<file path="config.mk">
export PLATFORM = sky130hd
export DESIGN_NAME = group_scheduler_flat
export DESIGN_NICKNAME = d
export VERILOG_FILES = /design/src/rtl/group_scheduler_pkg.sv /design/src/rtl/group_scheduler_if.sv /design/src/rtl/group_scheduler_rr_pick.sv /design/src/rtl/group_scheduler.sv /design/src/flat_wrapper.sv
export SDC_FILE = /design/constraint.sdc
export NUM_CORES = 1
export LEC_CHECK = 0
export BUFFER_PORTS_ARGS = -buffer_cell sky130_fd_sc_hd__buf_4
export CORE_UTILIZATION = 35
export DETAILED_ROUTE_END_ITERATION = 16
export PLACE_DENSITY = 0.64
export SLEW_MARGIN = 20
export SYNTH_ARGS = -nofsm -noshare
export SYNTH_HDL_FRONTEND = slang
export SYNTH_SLANG_ARGS = --single-unit
</file>
<file path="constraint.sdc">
create_clock -name clk_i -period 8.05 [get_ports clk_i]
set_input_delay 1.2075 -clock clk_i [delete_from_list [all_inputs] [get_ports clk_i]]
set_output_delay 1.2075 -clock clk_i [all_outputs]
set_load 0.01 [all_outputs]
</file>
<file path="src/rtl/group_scheduler_pkg.sv">
// Shared types and constants for the level-0 group scheduler.
// Also holds small helpers for flat-index arithmetic.
package lib_arbiter_pkg;

    localparam int DEF_GRP_ROWS = 4;
    localparam int DEF_GRP_COLS = 4;
    localparam int NUM_GRP      = DEF_GRP_ROWS * DEF_GRP_COLS;
    localparam int IDX_W        = $clog2(NUM_GRP);

    typedef enum logic [1:0] {
        IDLE  = 2'd0,
        GRANT = 2'd1,
        BUSY  = 2'd2
    } sched_state_t;

    function automatic int idx_row(input int idx, input int cols);
        return idx / cols;
    endfunction

    function automatic int idx_col(input int idx, input int cols);
        return idx % cols;
    endfunction

endpackage

</file>
<file path="src/rtl/group_scheduler_if.sv">
// Request/grant bundle between the level-0 groups and the group scheduler.
// The scheduler sits on the slave modport; the group array drives the master side.
interface group_sched_if #(
    parameter int GRP_ROWS = 4,
    parameter int GRP_COLS = 4,
    parameter int GRP_ADD  = 2
);
    logic [GRP_ROWS-1:0][GRP_COLS-1:0] req_i;
    logic                              grp_release_i;
    logic                              hold_i;
    logic [GRP_ROWS-1:0][GRP_COLS-1:0] enable_o;
    logic [GRP_ADD-1:0]                grp_x_o;
    logic [GRP_ADD-1:0]                grp_y_o;
    logic                              grp_valid_o;
    logic                              timeout_o;
    logic                              active_o;

    modport slave (
        input  req_i, grp_release_i, hold_i,
        output enable_o, grp_x_o, grp_y_o, grp_valid_o, timeout_o, active_o
    );

    modport master (
        output req_i, grp_release_i, hold_i,
        input  enable_o, grp_x_o, grp_y_o, grp_valid_o, timeout_o, active_o
    );
endinterface

</file>
<file path="src/rtl/group_scheduler_rr_pick.sv">
// Combinational round-robin picker: first set request at or after ptr_i, wrapping.
// The request vector is doubled so the wrap becomes a plain lowest-bit search.
module rr_pick #(
    parameter int N  = 16,
    parameter int IW = 4
) (
    input  logic [N-1:0]  req_i,
    input  logic [IW-1:0] ptr_i,
    output logic          found_o,
    output logic [IW-1:0] idx_o
);
    localparam logic [IW:0] N_W = (IW+1)'(N);

    logic [2*N-1:0] masked;
    logic [IW:0]    pos;

    always_comb begin
        masked  = {req_i, req_i} & ({(2*N){1'b1}} << ptr_i);
        pos     = '0;
        found_o = 1'b0;
        // Descending scan so the lowest set bit is the one that sticks.
        for (int i = 2*N-1; i >= 0; i--) begin
            if (masked[i]) begin
                pos     = (IW+1)'(i);
                found_o = 1'b1;
            end
        end
        idx_o = (pos >= N_W) ? IW'(pos - N_W) : IW'(pos);
    end
endmodule

</file>
<file path="src/rtl/group_scheduler.sv">
// Round-robin scheduler granting one level-0 group at a time, with a watchdog
// that force-releases a grant held too long.
module group_scheduler
    import lib_arbiter_pkg::*;
#(
    parameter int GRP_ROWS = DEF_GRP_ROWS,
    parameter int GRP_COLS = DEF_GRP_COLS,
    parameter int GRP_ADD  = 2,
    parameter int TIMEOUT  = 64
) (
    input  logic         clk_i,
    input  logic         reset_i,
    group_sched_if.slave bus
);
    localparam int N    = GRP_ROWS * GRP_COLS;
    localparam int IW   = (N > 1) ? $clog2(N) : 1;
    localparam int WD_W = (TIMEOUT > 2) ? $clog2(TIMEOUT) : 1;

    sched_state_t    state_q;
    logic [IW-1:0]   ptr_q;
    logic [IW-1:0]   gidx_q;
    logic [WD_W-1:0] wd_q;
    logic [N-1:0]    enable_q;
    logic [GRP_ADD-1:0] x_q;
    logic [GRP_ADD-1:0] y_q;
    logic            valid_q;
    logic            timeout_q;

    logic [N-1:0]    req_flat;
    logic [IW-1:0]   next_ptr;
    logic [IW-1:0]   pick_ptr;
    logic            pick_found;
    logic [IW-1:0]   pick_idx;
    logic [N-1:0]    pick_onehot;
    logic [GRP_ADD-1:0] pick_x;
    logic [GRP_ADD-1:0] pick_y;
    logic            rel_exit;
    logic            abort_exit;
    logic            tmo_exit;
    logic            busy_exit;
    logic            can_grant;

    for (genvar gi = 0; gi < GRP_ROWS; gi++) begin : g_row
        for (genvar gj = 0; gj < GRP_COLS; gj++) begin : g_col
            assign req_flat[gi*GRP_COLS+gj]     = bus.req_i[gi][gj];
            assign bus.enable_o[gi][gj]         = enable_q[gi*GRP_COLS+gj];
        end
    end

    // While busy, the next winner is searched from just past the current grant,
    // so a back-to-back regrant already honours the updated pointer.
    always_comb begin
        next_ptr    = (gidx_q == IW'(N-1)) ? '0 : gidx_q + 1'b1;
        pick_ptr    = (state_q == BUSY) ? next_ptr : ptr_q;
        rel_exit    = (state_q == BUSY) && bus.grp_release_i;
        abort_exit  = (state_q == BUSY) && !req_flat[gidx_q];
        tmo_exit    = (state_q == BUSY) && (wd_q == WD_W'(TIMEOUT-1));
        busy_exit   = rel_exit || abort_exit || tmo_exit;
        can_grant   = pick_found && !bus.hold_i;
        pick_onehot = {{(N-1){1'b0}}, 1'b1} << pick_idx;
        pick_x      = GRP_ADD'(idx_row(int'(pick_idx), GRP_COLS));
        pick_y      = GRP_ADD'(idx_col(int'(pick_idx), GRP_COLS));
    end

    rr_pick #(.N(N), .IW(IW)) u_pick (
        .req_i   (req_flat),
        .ptr_i   (pick_ptr),
        .found_o (pick_found),
        .idx_o   (pick_idx)
    );

    always_ff @(posedge clk_i) begin
        if (reset_i) begin
            state_q   <= IDLE;
            ptr_q     <= '0;
            gidx_q    <= '0;
            wd_q      <= '0;
            enable_q  <= '0;
            x_q       <= '0;
            y_q       <= '0;
            valid_q   <= 1'b0;
            timeout_q <= 1'b0;
        end else begin
            timeout_q <= 1'b0;
            case (state_q)
                IDLE: begin
                    if (can_grant) begin
                        state_q  <= GRANT;
                        gidx_q   <= pick_idx;
                        enable_q <= pick_onehot;
                        x_q      <= pick_x;
                        y_q      <= pick_y;
                        valid_q  <= 1'b1;
                    end
                end
                GRANT: begin
                    wd_q    <= '0;
                    state_q <= BUSY;
                end
                BUSY: begin
                    if (busy_exit) begin
                        ptr_q     <= next_ptr;
                        timeout_q <= tmo_exit && !rel_exit && !abort_exit;
                        if (can_grant) begin
                            state_q  <= GRANT;
                            gidx_q   <= pick_idx;
                            enable_q <= pick_onehot;
                            x_q      <= pick_x;
                            y_q      <= pick_y;
                            valid_q  <= 1'b1;
                        end else begin
                            state_q  <= IDLE;
                            enable_q <= '0;
                            x_q      <= '0;
                            y_q      <= '0;
                            valid_q  <= 1'b0;
                        end
                    end else begin
                        wd_q <= wd_q + 1'b1;
                    end
                end
                default: begin
                    state_q  <= IDLE;
                    enable_q <= '0;
                    valid_q  <= 1'b0;
                end
            endcase
        end
    end

    assign bus.grp_x_o     = x_q;
    assign bus.grp_y_o     = y_q;
    assign bus.grp_valid_o = valid_q;
    assign bus.timeout_o   = timeout_q;
    assign bus.active_o    = (state_q != IDLE);
endmodule

</file>
<file path="src/flat_wrapper.sv">
// flat-port wrapper written by rule: the top's interface ports become plain ports
module group_scheduler_flat import lib_arbiter_pkg::*;
#(
    parameter int GRP_ROWS = DEF_GRP_ROWS,
    parameter int GRP_COLS = DEF_GRP_COLS,
    parameter int GRP_ADD  = 2,
    parameter int TIMEOUT  = 64
)
  (clk_i, reset_i, bus_req_i, bus_grp_release_i, bus_hold_i, bus_enable_o, bus_grp_x_o, bus_grp_y_o, bus_grp_valid_o, bus_timeout_o, bus_active_o);
  group_sched_if #(.GRP_ROWS(GRP_ROWS), .GRP_COLS(GRP_COLS), .GRP_ADD(GRP_ADD)) bus_i ();
  input  logic clk_i;
  input  logic reset_i;
  input wire logic [$bits(bus_i.req_i)-1:0] bus_req_i;
  input wire logic [$bits(bus_i.grp_release_i)-1:0] bus_grp_release_i;
  input wire logic [$bits(bus_i.hold_i)-1:0] bus_hold_i;
  output wire logic [$bits(bus_i.enable_o)-1:0] bus_enable_o;
  output wire logic [$bits(bus_i.grp_x_o)-1:0] bus_grp_x_o;
  output wire logic [$bits(bus_i.grp_y_o)-1:0] bus_grp_y_o;
  output wire logic [$bits(bus_i.grp_valid_o)-1:0] bus_grp_valid_o;
  output wire logic [$bits(bus_i.timeout_o)-1:0] bus_timeout_o;
  output wire logic [$bits(bus_i.active_o)-1:0] bus_active_o;
  assign bus_i.req_i = bus_req_i;
  assign bus_i.grp_release_i = bus_grp_release_i;
  assign bus_i.hold_i = bus_hold_i;
  assign bus_enable_o = bus_i.enable_o;
  assign bus_grp_x_o = bus_i.grp_x_o;
  assign bus_grp_y_o = bus_i.grp_y_o;
  assign bus_grp_valid_o = bus_i.grp_valid_o;
  assign bus_timeout_o = bus_i.timeout_o;
  assign bus_active_o = bus_i.active_o;
  group_scheduler #(.GRP_ROWS(GRP_ROWS), .GRP_COLS(GRP_COLS), .GRP_ADD(GRP_ADD), .TIMEOUT(TIMEOUT)) u_core (.clk_i(clk_i), .reset_i(reset_i), .bus(bus_i));
endmodule
</file>
Yosys cells after proc, flatten, opt, wreduce, memory -nomap -nowiden
Index checks and enable logic that the tools add are counted.
{"block": "word_totals", "elab_cells": 144, "out_inout_bits": 23, "mem_count": 0, "input_bits": 20, "ram_bits": 0, "latchBits": 0, "rom_bits": 0, "reg_bits": 38}
{"block": "classes", "mul": 0, "shifts": 2, "n_mux": 94, "add_sub_neg": 3, "n_lt_le_gt_ge": 2, "n_bitwise": 4, "n_div": 0, "n_eq_ne": 7, "n_reduce_logical": 23}
{"cell": "2-to-1 mux 5 bit", "count": 32}
{"cell": "2-to-1 mux 16 bit", "count": 3}
{"cell": "case mux 16 bit (3 select lines)", "count": 1}
{"cell": "2-to-1 mux 1 bit", "count": 37}
{"cell": "AND 32 bit", "count": 1}
{"cell": "<< shifter 32 x 4 -> 32 bit (first input constant)", "count": 1}
{"cell": "2-to-1 mux 4 bit", "count": 5}
{"cell": "2-to-1 mux 2 bit", "count": 8}
{"cell": "<< shifter 1 x 4 -> 16 bit (first input constant)", "count": 1}
{"cell": "case mux 6 bit (2 select lines)", "count": 1}
{"cell": "case mux 2 bit (2 select lines)", "count": 2}
{"cell": "case mux 4 bit (2 select lines)", "count": 1}
{"cell": "AND reduction 2 bit", "count": 4}
{"cell": "adder 6 x 1 -> 6 bit (second input constant)", "count": 1}
{"cell": "equality test 6 bit (second input constant)", "count": 1}
{"cell": "logical AND 1 bit", "count": 6}
{"cell": "2-to-1 mux 6 bit", "count": 1}
{"cell": "case mux 2 bit (3 select lines)", "count": 1}
{"cell": "AND reduction 3 bit", "count": 2}
{"cell": "nonzero test 2 bit", "count": 3}
{"cell": "greater-or-equal comparator 5 bit (second input constant)", "count": 1}
{"cell": "less-than comparator 4 x 5 -> 1 bit (second input constant)", "count": 1}
{"cell": "adder 4 x 1 -> 4 bit (second input constant)", "count": 1}
{"cell": "binary-select mux 1 bit (select 4 bit)", "count": 1}
{"cell": "12 further kinds", "count": 19}

Logic depth before layout (Yosys ltp)
{"block": "depth", "depth_word": 43, "ltp_mapped": 12, "mapped_depth_nobuf": 9}

Modules after synthesis
Synthesis repeated with hierarchy kept, for this count alone.
{"block": "unflattened", "cells_unflattened": 330, "area_unflattened_um2": 2618.8}
{"module": "group_scheduler", "cells_each": 221, "instances": 1, "seq_area_each_um2": 760.7, "area_per_inst_um2": 1988.2}
{"module": "rr_pick", "cells_each": 109, "instances": 1, "seq_area_each_um2": 0.0, "area_per_inst_um2": 630.6}

Worst setup path after synthesis
Ideal clock, no wire load.
{"block": "synth_path", "path_type": "input-to-reg", "start": "input bus_req_i[8]", "end": "register u_core.enable_q[1] (netlist: u_core.bus.enable_o[1])", "path_buffers": 1, "setup_time_ns": 0.061, "arrival_time_ns": 3.203, "t_required_ns": 7.989, "path_stages": 9, "setup_slack_ns": 4.786, "cell_sequence": "clkbuf_1 -> mux4_2 -> mux2_2 -> a22oi_2 -> nor2_1 -> a21oi_2 -> nand2b_1 -> nor3_2 -> a32o_1"}
{"block": "synth_via", "elab_chain_cells": 32, "word_cells_on_any_way": 69, "cone_classes": "add/sub: 1; order compare: 1; eq/ne: 2; shift: 1; mux: 57; bitwise: 1; reduce/logical: 6"}
{"element": "start: declaration", "line": "flat_wrapper.sv:13", "text": "input wire logic [$bits(bus_i.req_i)-1:0] bus_req_i;"}
{"element": "AND 32 bit", "line": "group_scheduler_rr_pick.sv:18", "text": "masked = {req_i, req_i} & ({(2*N){1'b1}} << ptr_i);"}
{"element": "2-to-1 mux 5 bit (25 in series)", "line": "group_scheduler_rr_pick.sv:23", "text": "if (masked[i]) begin"}
{"element": "subtractor 4 x 1 -> 4 bit / greater-or-equal comparator 5 bit (equally long branches)", "line": "group_scheduler_rr_pick.sv:28", "text": "idx_o = (pos >= N_W) ? IW'(pos - N_W) : IW'(pos);"}
{"element": "2-to-1 mux 4 bit", "line": "group_scheduler_rr_pick.sv:28"}
{"element": "<< shifter 1 x 4 -> 16 bit", "line": "group_scheduler.sv:60", "text": "pick_onehot = {{(N-1){1'b0}}, 1'b1} << pick_idx;"}
{"element": "2-to-1 mux 16 bit", "line": "group_scheduler.sv:104", "text": "if (can_grant) begin"}
{"element": "2-to-1 mux 16 bit", "line": "group_scheduler.sv:101", "text": "if (busy_exit) begin"}
{"element": "case mux 16 bit (3 select lines)", "line": "group_scheduler.sv:85", "text": "case (state_q)"}
{"element": "end signal: assignment", "line": "group_scheduler.sv:90", "text": "enable_q <= pick_onehot;"}
{"element": "end signal: assignment", "line": "group_scheduler.sv:107", "text": "enable_q <= pick_onehot;"}
{"element": "end: declaration", "line": "group_scheduler.sv:23", "text": "logic [N-1:0] enable_q;"}
Several ways; a longest one is shown, not always the timed one. The select of a mux whose other input is x is not followed.
A chain may end at the register's enable or synchronous reset.

Worst setup path after layout
{"block": "layout_path", "start": "register u_core.state_q[1]", "end": "register u_core.enable_q[5] (netlist: u_core.bus.enable_o[5])"}
{"block": "layout_via", "elab_chain_cells": 42, "word_cells_on_any_way": 88, "cone_classes": "add/sub: 1; order compare: 1; eq/ne: 4; shift: 2; mux: 70; bitwise: 2; reduce/logical: 8"}
{"element": "start: declaration", "line": "group_scheduler.sv:19", "text": "sched_state_t state_q;"}
{"element": "start signal: assignment", "line": "group_scheduler.sv:74", "text": "state_q <= IDLE;"}
{"element": "start signal: assignment", "line": "group_scheduler.sv:88", "text": "state_q <= GRANT;"}
{"element": "start signal: assignment", "line": "group_scheduler.sv:98", "text": "state_q <= BUSY;"}
{"element": "equality test 2 bit"}
{"element": "2-to-1 mux 4 bit", "line": "group_scheduler.sv:54", "text": "pick_ptr = (state_q == BUSY) ? next_ptr : ptr_q;"}
{"element": "<< shifter 32 x 4 -> 32 bit", "line": "group_scheduler_rr_pick.sv:18"}
{"element": "AND 32 bit", "line": "group_scheduler_rr_pick.sv:18"}
{"element": "2-to-1 mux 5 bit (32 in series)", "line": "group_scheduler_rr_pick.sv:23"}
{"element": "subtractor 4 x 1 -> 4 bit / greater-or-equal comparator 5 bit (equally long branches)", "line": "group_scheduler_rr_pick.sv:28"}
{"element": "2-to-1 mux 4 bit", "line": "group_scheduler_rr_pick.sv:28"}
{"element": "<< shifter 1 x 4 -> 16 bit", "line": "group_scheduler.sv:60"}
{"element": "2-to-1 mux 16 bit", "line": "group_scheduler.sv:104"}
{"element": "2-to-1 mux 16 bit", "line": "group_scheduler.sv:101"}
{"element": "case mux 16 bit (3 select lines)", "line": "group_scheduler.sv:85"}
Several ways; a longest one is shown, not always the timed one. The select of a mux whose other input is x is not followed.

==> impl_metrics.csv <==
group,metric,value,unit
routing,antenna_left,0,
sta,slew_headroom,43.2,%
worst_setup_path,cp-end-kind,"register",
finish,layout-drive-gt1-share,18.4,%
worst_setup_path,crit_fanout,27,
yosys,avgSynthCellArea,8.16,um2
power_and_ir_drop,intPower,0.000332,W
place,pre_cts_ws,4.26,ns
global_routing,grt_pass1_wl,12200,um
yosys,synth-simple-area-share,26.5,%
clocking,clk_path_buf_depth,2,
finish,stdcell_area,3080,um2
global_routing,antenna_found_initial,0,
yosys,yosysMostFrequentCell,"dfxtp_1",
place,gp_congestion,0.939,
yosys,netlist_top_cells_area,"dfxtp_1 (29%), a21oi_1 (5.1%), a32o_1 (4.6%)",
yosys,synth_top_cell_by_area,"dfxtp_1",
floorplan,dieWidth,88.8,um
power_and_ir_drop,p_per_area,150,nW/um2
run,maxCapViolations,0,
floorplan,dieArea,7880,um2
sta,fin_crit_sh,44.2,%
sta,whs,0.461,ns
worst_setup_path,criticalPathCategory,"reg -> reg",
power_and_ir_drop,switching_share,28.3,%
worst_setup_path,path_buf_inv,0,
sta,rsz0062_at_grt,"false",
sta,fmax,281,MHz
floorplan,fp.dieH,88.8,um
worst_setup_path,path_cells,"nor2b_4, mux2_2, a21oi_1, or3_1, a21oi_1, o32ai_1, nand2_1, a32o_1",
yosys,synth-seq-cells,38,
yosys,synth_compound_area_share,30.9,%
floorplan,pin_count,43,
routing,num_vias,2750,
global_routing,grtUsageTotal,20.5,%
routing,drc_errors,0,
global_routing,grt_pass1_vias,2422,
clocking,cts-htree-levels,2,
routing,routed_wl,7850,um
finish,flow.area_growth_from_synthesis,17.0,%
yosys,synth_common_cells,"dfxtp_1 (38), nand2_1 (32), a21oi_1 (27), nor2_1 (27), a32o_1 (12)",
sta,tightest_slew,0.851,ns
sta,period_needed,3.56,ns
routing,wl_per_cell,17.3,um
clocking,cts.clk_slew.worst_paths,0.07,ns
place,place_area,2970,um2
yosys,ys_seq_area_share,28.9,%
yosys,synth_top_family_by_area,"compound AO/OA/AOI/OAI gates",
yosys,synth-xor-area-share,1.33,%
place,port_buffers,42,
worst_setup_path,arrival,3.74,ns
floorplan,fp.coreArea,7250,um2
global_routing,grt_max_degree,28,
sta,drv_slew,0,
power_and_ir_drop,pwr-share-comb,21.0,%
worst_hold_path,hold_class,"reg -> reg",
clocking,post-cts-setup-buffers,0,
finish,n_antenna_cell,0,
yosys,synth_cells,323,
sta,fin_ws,4.49,ns
worst_setup_path,cpPeakStageDelay,0.88,ns
routing,drt_iter0_markers,250,
yosys,synth_area,2640,um2
routing,drt_pass1_iterations,5,
sta,finalSetupViolations,0,
global_routing,grt.overflow.total,0,
yosys,synth_cell_types,70,
clocking,cts-root-buf,"clkbuf_8",
yosys,synth_nets,345,
sta,fin_setup_tns,0,ns
place,dp_hpwl,5790,um
yosys,synth_adder_area_share,0.950,%
power_and_ir_drop,peakVddDrop,0.109,mV
power_and_ir_drop,p_leak,1.14,nW
outcome,status,"finished, final reports clean",
power_and_ir_drop,switchingPower,0.000131,W
finish,final_nets,376,
yosys,synth_edf_count,0,
floorplan,initial_core_util,36.3,%
yosys,synth.top_cell.area_share,28.9,%
worst_setup_path,cp-start-kind,"register",
clocking,cts-hold-fix-buffers,0,
yosys,synth_ff_type,"dfxtp_1",
sta,skew,0.00439,ns
clocking,worstSkewPairLatency,0.28,ns
clocking,cts_tree,"built",
floorplan,placementRows,31,
yosys,yosysWarningCount,0,
worst_setup_path,critPathTopFamily,"compound AO/OA/AOI/OAI gates",
routing,avgViaCountPerCell,6.07,
worst_setup_path,cpMostUsedCell,"a21oi_1",
power_and_ir_drop,seqPwrFrac,43.8,%
sta,hold_viol,0,
clocking,cts.sinks,38,
worst_setup_path,required,8.23,ns
yosys,synthArstFlopShare,0,%
worst_setup_path,cp_slowest_cell,"dfxtp_1",
clocking,ctsResizeCount,0,
clocking,cts-buffers-inserted,5,
power_and_ir_drop,clockPowerShare,35.2,%
yosys,muxShareOfSynthArea,6.51,%
area by class of cell:
type | count | area (um2)
Timing Repair Buffer | 42 | 315
Tap cell | 99 | 124
Fill cell | 744 | 4170
Clock inverter | 1 | 30.0
Inverter | 6 | 22.5
Clock buffer | 6 | 82.6
Sequential cell | 38 | 761
Multi-Input combinational cell | 261 | 1750
state kept, by name (all words and copies together), names as in the netlist:
signal and count:
u_core.bus.enable_o 16, u_core.wd_q 6, u_core.gidx_q 4, u_core.ptr_q 4
u_core.bus.grp_x_o 2, u_core.bus.grp_y_o 2, u_core.state_q 2, u_core.bus.grp_valid_o 1
u_core.bus.timeout_o 1
cell usage in the layout, fill, tap and decap left out, drive strengths merged, types with 6 or more instances in the layout:
cell type / n
a21o: 6
a21oi: 28
a31oi: 6
a32o: 12
and3: 7
buf: 42
clkbuf: 6
dfxtp: 38
nand2: 32
nand2b: 11
nand3: 9
nor2: 27
nor2b: 10
nor3: 6
nor4: 6
o21ai: 12
or3: 6
power groups by stage:
| stage | Combinational, W | Clock (W) | Sequential (W) |
|---|---|---|---|
| after global placement | 0.0000944 | 0 | 0.000207 |
| after detailed placement | 0.0000946 | 0 | 0.000208 |
| final | 0.0000973 | 0.000163 | 0.000203 |
| after floorplan | 0.0000676 | 0 | 0.000202 |
| after CTS | 0.0000951 | 0.000167 | 0.000203 |
| after global routing | 0.000105 | 0.000174 | 0.000204 |
worst register-to-register path, delay by kind of cell, from the launching register on:
family | cells | cell delay, ns
flops | 1 | 0.88
simple gates | 3 | 0.97
compound gates | 4 | 1.16
mux | 1 | 0.45
final timing paths:
| kind | start | endpoint | slack [ns] | cells after the start |
|---|---|---|---|---|
| worst max-delay path | u_core.state_q[1] | u_core.bus.enable_o[5] | 4.49 | 8 |
| worst min-delay path | u_core.bus.grp_y_o[1] | u_core.bus.grp_y_o[1] | 0.46 | 2 |
| worst max register to register | u_core.state_q[1] | u_core.bus.enable_o[5] | 4.49 | 8 |
| worst min register to register | u_core.bus.grp_y_o[1] | u_core.bus.grp_y_o[1] | 0.46 | 2 |
metrics by stage:
stage               power, W  cells  utilization, %
floorplan           0.000270    323               -
global placement    0.000302    446            40.9
detailed placement  0.000302    446            40.9
CTS                 0.000465    453            42.4
global route        0.000484    453            42.5
finish              0.000464    453            42.5
logic make-up after synthesis:
group	after synthesis
fa+ha+maj	2
compound gates	112
flops	38
xor+xnor	4
simple gates	132
mux	11
buf+inv	24
routing by layer:
metal	part of all wire, %	global-route usage (%)	up-vias
met5	0	0	-
met4	4.5	11.0	0
met3	6.8	2.24	27
met2	44	31.0	141
met1	45	28.4	1277
li1	-	-	1305
No activity file was read; power rests on OpenSTA's default activity.
